### src/rtl/dmem_arb_pkg.sv
//------------------------------------------------------------------------------
// Module   : dmem_arb_pkg
// Brief    : Shared types for the data-memory port arbiter.
// Revision : 1.0 - initial release
//------------------------------------------------------------------------------
`default_nettype none

package dmem_arb_pkg;

    localparam int DM_ADDR_W = 9;
    localparam int DM_DATA_W = 32;
    localparam int STARVE_W  = 4;

    typedef enum logic [0:0] {
        S_CORE = 1'b0,
        S_DBG  = 1'b1
    } arb_state_t;

    // Field widths are fixed here; the arbiter's width parameters must match them.
    typedef struct packed {
        logic                 rd;
        logic                 wr;
        logic [DM_ADDR_W-1:0] addr;
        logic [DM_DATA_W-1:0] wdata;
        logic [2:0]           funct3;
    } dmem_req_t;

endpackage

`default_nettype wire

### src/rtl/dmem_req_mux.sv
//------------------------------------------------------------------------------
// Module   : dmem_req_mux
// Brief    : 2:1 selection of a data-memory request by debug grant.
// Revision : 1.0 - initial release
//------------------------------------------------------------------------------
`default_nettype none

module dmem_req_mux
    import dmem_arb_pkg::*;
(
    input  logic      sel_dbg_i,
    input  dmem_req_t core_req_i,
    input  dmem_req_t dbg_req_i,
    output dmem_req_t mem_req_o
);

    assign mem_req_o = sel_dbg_i ? dbg_req_i : core_req_i;

endmodule

`default_nettype wire

### src/rtl/dmem_arbiter.sv
//------------------------------------------------------------------------------
// Module   : dmem_arbiter
// Brief    : Shares the data-memory port between the core MEM stage and a
//            debug/loader master, with starvation-bounded debug preemption.
// Revision : 1.0 - initial release
//------------------------------------------------------------------------------
`default_nettype none

module dmem_arbiter
    import dmem_arb_pkg::*;
#(
    parameter int DM_ADDRESS = DM_ADDR_W,
    parameter int DATA_W     = DM_DATA_W,
    parameter int STARVE_MAX = 4
) (
    input  logic                  clk,
    input  logic                  reset,

    input  logic                  core_rd,
    input  logic                  core_wr,
    input  logic [DM_ADDRESS-1:0] core_addr,
    input  logic [DATA_W-1:0]     core_wdata,
    input  logic [2:0]            core_funct3,
    output logic [DATA_W-1:0]     core_rdata,
    output logic                  core_stall,

    input  logic                  dbg_valid,
    input  logic                  dbg_we,
    input  logic [DM_ADDRESS-1:0] dbg_addr,
    input  logic [DATA_W-1:0]     dbg_wdata,
    input  logic [2:0]            dbg_funct3,
    output logic                  dbg_ready,
    output logic                  dbg_rvalid,
    output logic [DATA_W-1:0]     dbg_rdata,

    output logic                  mem_rd,
    output logic                  mem_wr,
    output logic [DM_ADDRESS-1:0] mem_addr,
    output logic [DATA_W-1:0]     mem_wdata,
    output logic [2:0]            mem_funct3,
    input  logic [DATA_W-1:0]     mem_rdata
);

    localparam logic [STARVE_W-1:0] c_starve_max = STARVE_MAX[STARVE_W-1:0];

    arb_state_t          state_q, state_d;
    logic [STARVE_W-1:0] starve_q, starve_d;
    logic [DATA_W-1:0]   dbg_rdata_q, dbg_rdata_d;
    logic                dbg_rvalid_q, dbg_rvalid_d;

    logic      w_core_req;
    logic      w_grant;
    dmem_req_t w_core_req_s;
    dmem_req_t w_dbg_req_s;
    dmem_req_t w_mem_req_s;

    assign w_core_req = core_rd | core_wr;
    assign w_grant    = (state_q == S_DBG);

    assign w_core_req_s = '{rd: core_rd, wr: core_wr, addr: core_addr,
                            wdata: core_wdata, funct3: core_funct3};
    assign w_dbg_req_s  = '{rd: ~dbg_we, wr: dbg_we, addr: dbg_addr,
                            wdata: dbg_wdata, funct3: dbg_funct3};

    dmem_req_mux u_req_mux (
        .sel_dbg_i  (w_grant),
        .core_req_i (w_core_req_s),
        .dbg_req_i  (w_dbg_req_s),
        .mem_req_o  (w_mem_req_s)
    );

    // A debug slot caught by reset is abandoned: no write, no handshake.
    assign mem_rd     = w_mem_req_s.rd;
    assign mem_wr     = w_mem_req_s.wr & ~reset;
    assign mem_addr   = w_mem_req_s.addr;
    assign mem_wdata  = w_mem_req_s.wdata;
    assign mem_funct3 = w_mem_req_s.funct3;

    assign core_rdata = w_grant ? '0 : mem_rdata;
    assign core_stall = w_grant & w_core_req;
    assign dbg_ready  = w_grant & ~reset;
    assign dbg_rvalid = dbg_rvalid_q;
    assign dbg_rdata  = dbg_rdata_q;

    always_comb begin
        state_d  = state_q;
        starve_d = starve_q;
        case (state_q)
            S_CORE: begin
                if (dbg_valid && (!w_core_req || starve_q == c_starve_max)) begin
                    state_d  = S_DBG;
                    starve_d = '0;
                end else if (!dbg_valid) begin
                    starve_d = '0;
                end else if (w_core_req && starve_q != c_starve_max) begin
                    starve_d = starve_q + 1'b1;
                end
            end
            S_DBG: begin
                // Single-cycle slot; returning to the core bounds debug bandwidth to 1/2.
                state_d  = S_CORE;
                starve_d = '0;
            end
            default: begin
                state_d  = S_CORE;
                starve_d = '0;
            end
        endcase
    end

    always_comb begin
        dbg_rvalid_d = w_grant & ~dbg_we;
        dbg_rdata_d  = (w_grant && !dbg_we) ? mem_rdata : dbg_rdata_q;
    end

    always_ff @(posedge clk) begin
        if (reset) begin
            state_q      <= S_CORE;
            starve_q     <= '0;
            dbg_rdata_q  <= '0;
            dbg_rvalid_q <= 1'b0;
        end else begin
            state_q      <= state_d;
            starve_q     <= starve_d;
            dbg_rdata_q  <= dbg_rdata_d;
            dbg_rvalid_q <= dbg_rvalid_d;
        end
    end

    a_core_rd_wr_exclusive : assert property (@(posedge clk) disable iff (reset)
        !(core_rd && core_wr));

endmodule

`default_nettype wire

### config.mk
export PLATFORM = sky130hd
export DESIGN_NAME = dmem_arbiter
export DESIGN_NICKNAME = d
export VERILOG_FILES = /design/src/rtl/dmem_arb_pkg.sv /design/src/rtl/dmem_req_mux.sv /design/src/rtl/dmem_arbiter.sv
export SDC_FILE = /design/constraint.sdc
export NUM_CORES = 1
export LEC_CHECK = 0
export CORE_AREA = 2 2 93 95
export CTS_BUF_LIST = sky130_fd_sc_hd__clkbuf_8
export DETAILED_ROUTE_END_ITERATION = 10
export DIE_AREA = 0 0 95 97
export PLACE_DENSITY = 0.77
export SYNTH_ARGS = -nofsm -noshare
export SYNTH_HDL_FRONTEND = slang
export SYNTH_SLANG_ARGS = --single-unit
### constraint.sdc
create_clock -name clk -period 1.6 [get_ports clk]
set_input_delay 0.16 -clock clk [delete_from_list [all_inputs] [get_ports clk]]
set_output_delay 0.16 -clock clk [all_outputs]
set_load 0.05 [all_outputs]
==> results by group, run 1 <==
Outcome
  • Status: complete, no violations

Worst setup path
  • Largest fanout on the critical path: 8
  • Worst setup path class: flop to output pin
  • CP Capture Type: output pin
  • Top Family by Delay on Critical Path: buffers and inverters
  • Slowest CP cell: dfxtp_4
  • Crit path largest cell delay: 390 ps
  • Worst-path cell chain: buf_12, clkbuf_16, mux2_4, buf_8
  • Buffers & Inverters on Critical Path: 3
  • Startpoint types: flop
  • Required @ worst endpoint: about 1400 ps
  • Worst EP arrival: 1440 ps

Die
  • Number of placed I/O pins: 239
  • Core Region: 0.00813 mm²
  • Starting Density: 0.280
  • Die Ht: 97 µm
  • Die area: 0.00922 mm²
  • Die width: 95 µm
  • Placement Rows: 33

Synthesis
  • Cells after synthesis: 256
  • Main combinational cell family by area after synthesis: simple AND/OR/NAND/NOR gates
  • Adder-Cell Fraction of Synth Area: 0.0110
  • Mux share of post-synthesis cell area: 0.222
  • Primary FF master, synth: dfxtp_1
  • Yosys Warn Count: 0
  • Largest cells by area after synthesis: dfxtp_1, mux2_2, nand2_1, nor2b_1, a21oi_1
  • Yosys top cell area share: 0.334
  • Syn Nets: 384
  • Yosys reg bits: 38
  • Seq/Total Area, Yosys: 0.334
  • Most common cell in the netlist: nand2_1
  • Synthesized area per cell: 8.89 µm²
  • Post-synth EDFFs: 0
  • Netlist cell types: 24
  • Compound-Gate Fraction of Synth Area: 0.100
  • Synth Area in XOR/XNOR: 0.00770
  • Post-synth top area cell: dfxtp_1
  • Area share of and/or/nand/nor cells after synthesis: 0.230
  • Top cells by count, synth: nand2_1, mux2_2, dfxtp_1
  • Post-Synthesis Cell Area: about 0.0023 mm²
  • FFs w/ async S/R, synth: 0

Timing
  • Setup TNS: 0 ps
  • Slew Limit Headroom: 0.771
  • Worst Max-Slew Pin Slew: between 300 and 400 ps
  • Setup ws final: 1.20 ps
  • RSZ-0062 raised after global routing: true
  • Slew Limit Fails: 0
  • Final worst clock skew: 5.64 ps
  • Setup Viol. Count Final: 0
  • WHS: around 450 ps
  • Minimum clock period: 1600 ps
  • Tcrit/Tclk final: 0.999
  • Final hold viol count: 0
  • Max frequency: 625 MHz

Clock tree
  • Number of clock sinks: 38
  • Clock slew at reported path FFs: about 80 ps
  • CTS buffer count: 5
  • Worst-Skew Late Latency: approximately 280 ps
  • Clk buf depth: 2
  • Clk Tree Root Cell: clkbuf_8
  • H-tree Lvls: 2
  • CTS tree: built
  • # hold bufs at CTS: 0

Worst hold path
  • Worst min path class: primary input to flop

Place
  • DPL Wire Length: 7590 µm
  • RD Place Congestion: 0.783
  • Port bufs: 238
  • Post-place setup slack: 94.9 ps

Final layout
  • P&R area growth vs syn: 122%
  • Nets: 626
  • Fill count: 674
  • Final core utilization: 0.621
  • Layout cell share with drive strength beyond 1: 0.397

Power
  • Clk network pwr share: 0.249
  • Power per cell area: 626 mW/mm²
  • NetSw: 1070 µW
  • Sw Share: 0.339
  • P_leak: 0.00211 µW
  • Seq pwr share: 0.306
  • Comb pwr share: 0.446
  • Maximum vdd ir drop: 0.339 mV
  • Cell internal pwr: 2090 µW

Route
  • DRC viols: 0
  • Met3 wire length: 975 µm
  • Met2 WL: 5340 µm
  • Met1 Wirelength: around 2900 µm
  • Wire per inst: 15.4 µm
  • Initial DRT Pass Iterations: 4
  • Routed Antenna Nets: 0
  • Vias per cell: 4.43
  • Max Used Layer: met4
  • DR iter-0 viols: 37
  • Routed WL: just over 9000 µm
  • DR vias: 2689

Global routing
  • Total congestion overflow: 0
  • First-pass GRT wire length: 13500 µm
  • Total track usage: 0.191
  • Vias in the first global route: 2683
  • Initial antenna violation count: 3
  • Largest net degree at the start of global routing: 33

Run
  • Total of max-cap violations: 0
-- through the flow --
stage / area [µm²] / power, µW / instances
2_1_floorplan: 2280 / 1680 / 256
3_3_place_gp: 4440 / 2240 / 588
3_5_place_dp: 4440 / 2250 / 588
4_1_cts: 4740 / 3100 / 602
5_1_grt: 5040 / 3280 / 604
6_report: 5050 / 3160 / 607
-- cell families after synthesis --
| group | after synthesis |
|---|---|
| xor gates and xnor gates | 2 |
| DFF | 38 |
| and+or+nand+nor | 110 |
| adders and majority gates | 2 |
| AOI/OAI and AO/OA | 36 |
| muxes | 45 |
| buffers and inverters | 23 |
-- power by group through the flow --
| stage | combinational [µW] | clock [µW] | sequential, µW |
|---|---|---|---|
| final | 1410 | 787 | 966 |
| after global routing | 1460 | 852 | 967 |
| after floorplan | 656 | 0 | 1020 |
| after detailed placement | 1250 | 0 | 991 |
| after CTS | 1320 | 812 | 966 |
| after global placement | 1250 | 0 | 991 |
-- sequential cells by signal (all words and copies together) (netlist names) --
signal / flops
dbg_rdata: 32
starve_q: 4
dbg_rvalid: 1
state_q: 1
-- final cells by class --
| class | count | area [µm²] | share of cell area |
|---|---|---|---|
| Antenna cell | 3 | 7.51 | 0.00149 |
| Sequential cell | 38 | 764 | 0.151 |
| Clock inverter | 3 | 40.0 | 0.00793 |
| Timing Repair Buffer | 255 | 2610 | 0.517 |
| Multi-Input combinational cell | 195 | 1410 | 0.280 |
| Clock buffer | 5 | 68.8 | 0.0136 |
| Inverter | 3 | 11.3 | 0.00223 |
| Tap cell | 105 | 131 | 0.0260 |
-- cell usage in the layout, fill, tap and decap left out --
| cell type | count |
|---|---|
| o22ai_1 | 1 |
| ha_1 | 2 |
| inv_1 | 3 |
| xnor2_1 | 1 |
| buf_12 | 6 |
| nor2b_1 | 33 |
| nor3b_2 | 1 |
| or2b_4 | 1 |
| a21oi_2 | 10 |
| and2_1 | 1 |
| mux2i_1 | 1 |
| dfxtp_4 | 1 |
| bufinv_16 | 1 |
| o21a_1 | 1 |
| clkbuf_8 | 5 |
| clkbuf_16 | 1 |
| dfxtp_1 | 37 |
| mux2_4 | 29 |
| mux2_2 | 15 |
| nand2_1 | 65 |
| diode_2 | 3 |
| a21oi_1 | 23 |
| xor2_1 | 1 |
| o221ai_2 | 1 |
| nor2b_2 | 2 |
| buf_4 | 75 |
| nand3_1 | 1 |
| buf_6 | 18 |
| clkdlybuf4s50_1 | 125 |
| clkinv_2 | 2 |
| buf_8 | 30 |
| nor2_1 | 6 |
-- tightest hold or removal path: cells and delay by family --
kind                   cells  cell delay [ps]
AND/OR/NAND/NOR            1               60
AO/OA/AOI/OAI              1               50
buffers and inverters      1              410
-- what timing repair did --
action	4_1_cts	5_1_grt
endpoints found under the setup margin	60	61
buffers inserted	6	1
cloned	0	1
pin swaps	0	0
gates resized for setup	39	71
-- metal layers --
layer,global-route usage,vias up
li1,-,1331
met1,0.167,1221
met2,0.387,133
met3,0.0763,4
met4,0.0479,0
met5,0,-
-- final timing paths --
path	startpoint	end	slack, ps	cells after the start
setup reg to reg	state_q	dbg_rdata[18]	310	5
setup / recovery	state_q	mem_wdata[15]	1	4
hold / removal	mem_rdata[13]	dbg_rdata[13]	450	3
hold reg to reg	dbg_rdata[0]	dbg_rdata[0]	450	2
(Power assumes the default switching activity.)
==> inputs of run 2 (changes only) <==
CAP_MARGIN = 20   (was unset)
==> results of run 2 <==
Final layout, timing and power as in run 1 (identical DEF).
==> inputs of run 3 (changes only) <==
CAP_MARGIN = 15   (was 20)
==> results of run 3 <==
Final layout, timing and power as in run 1 (identical DEF).
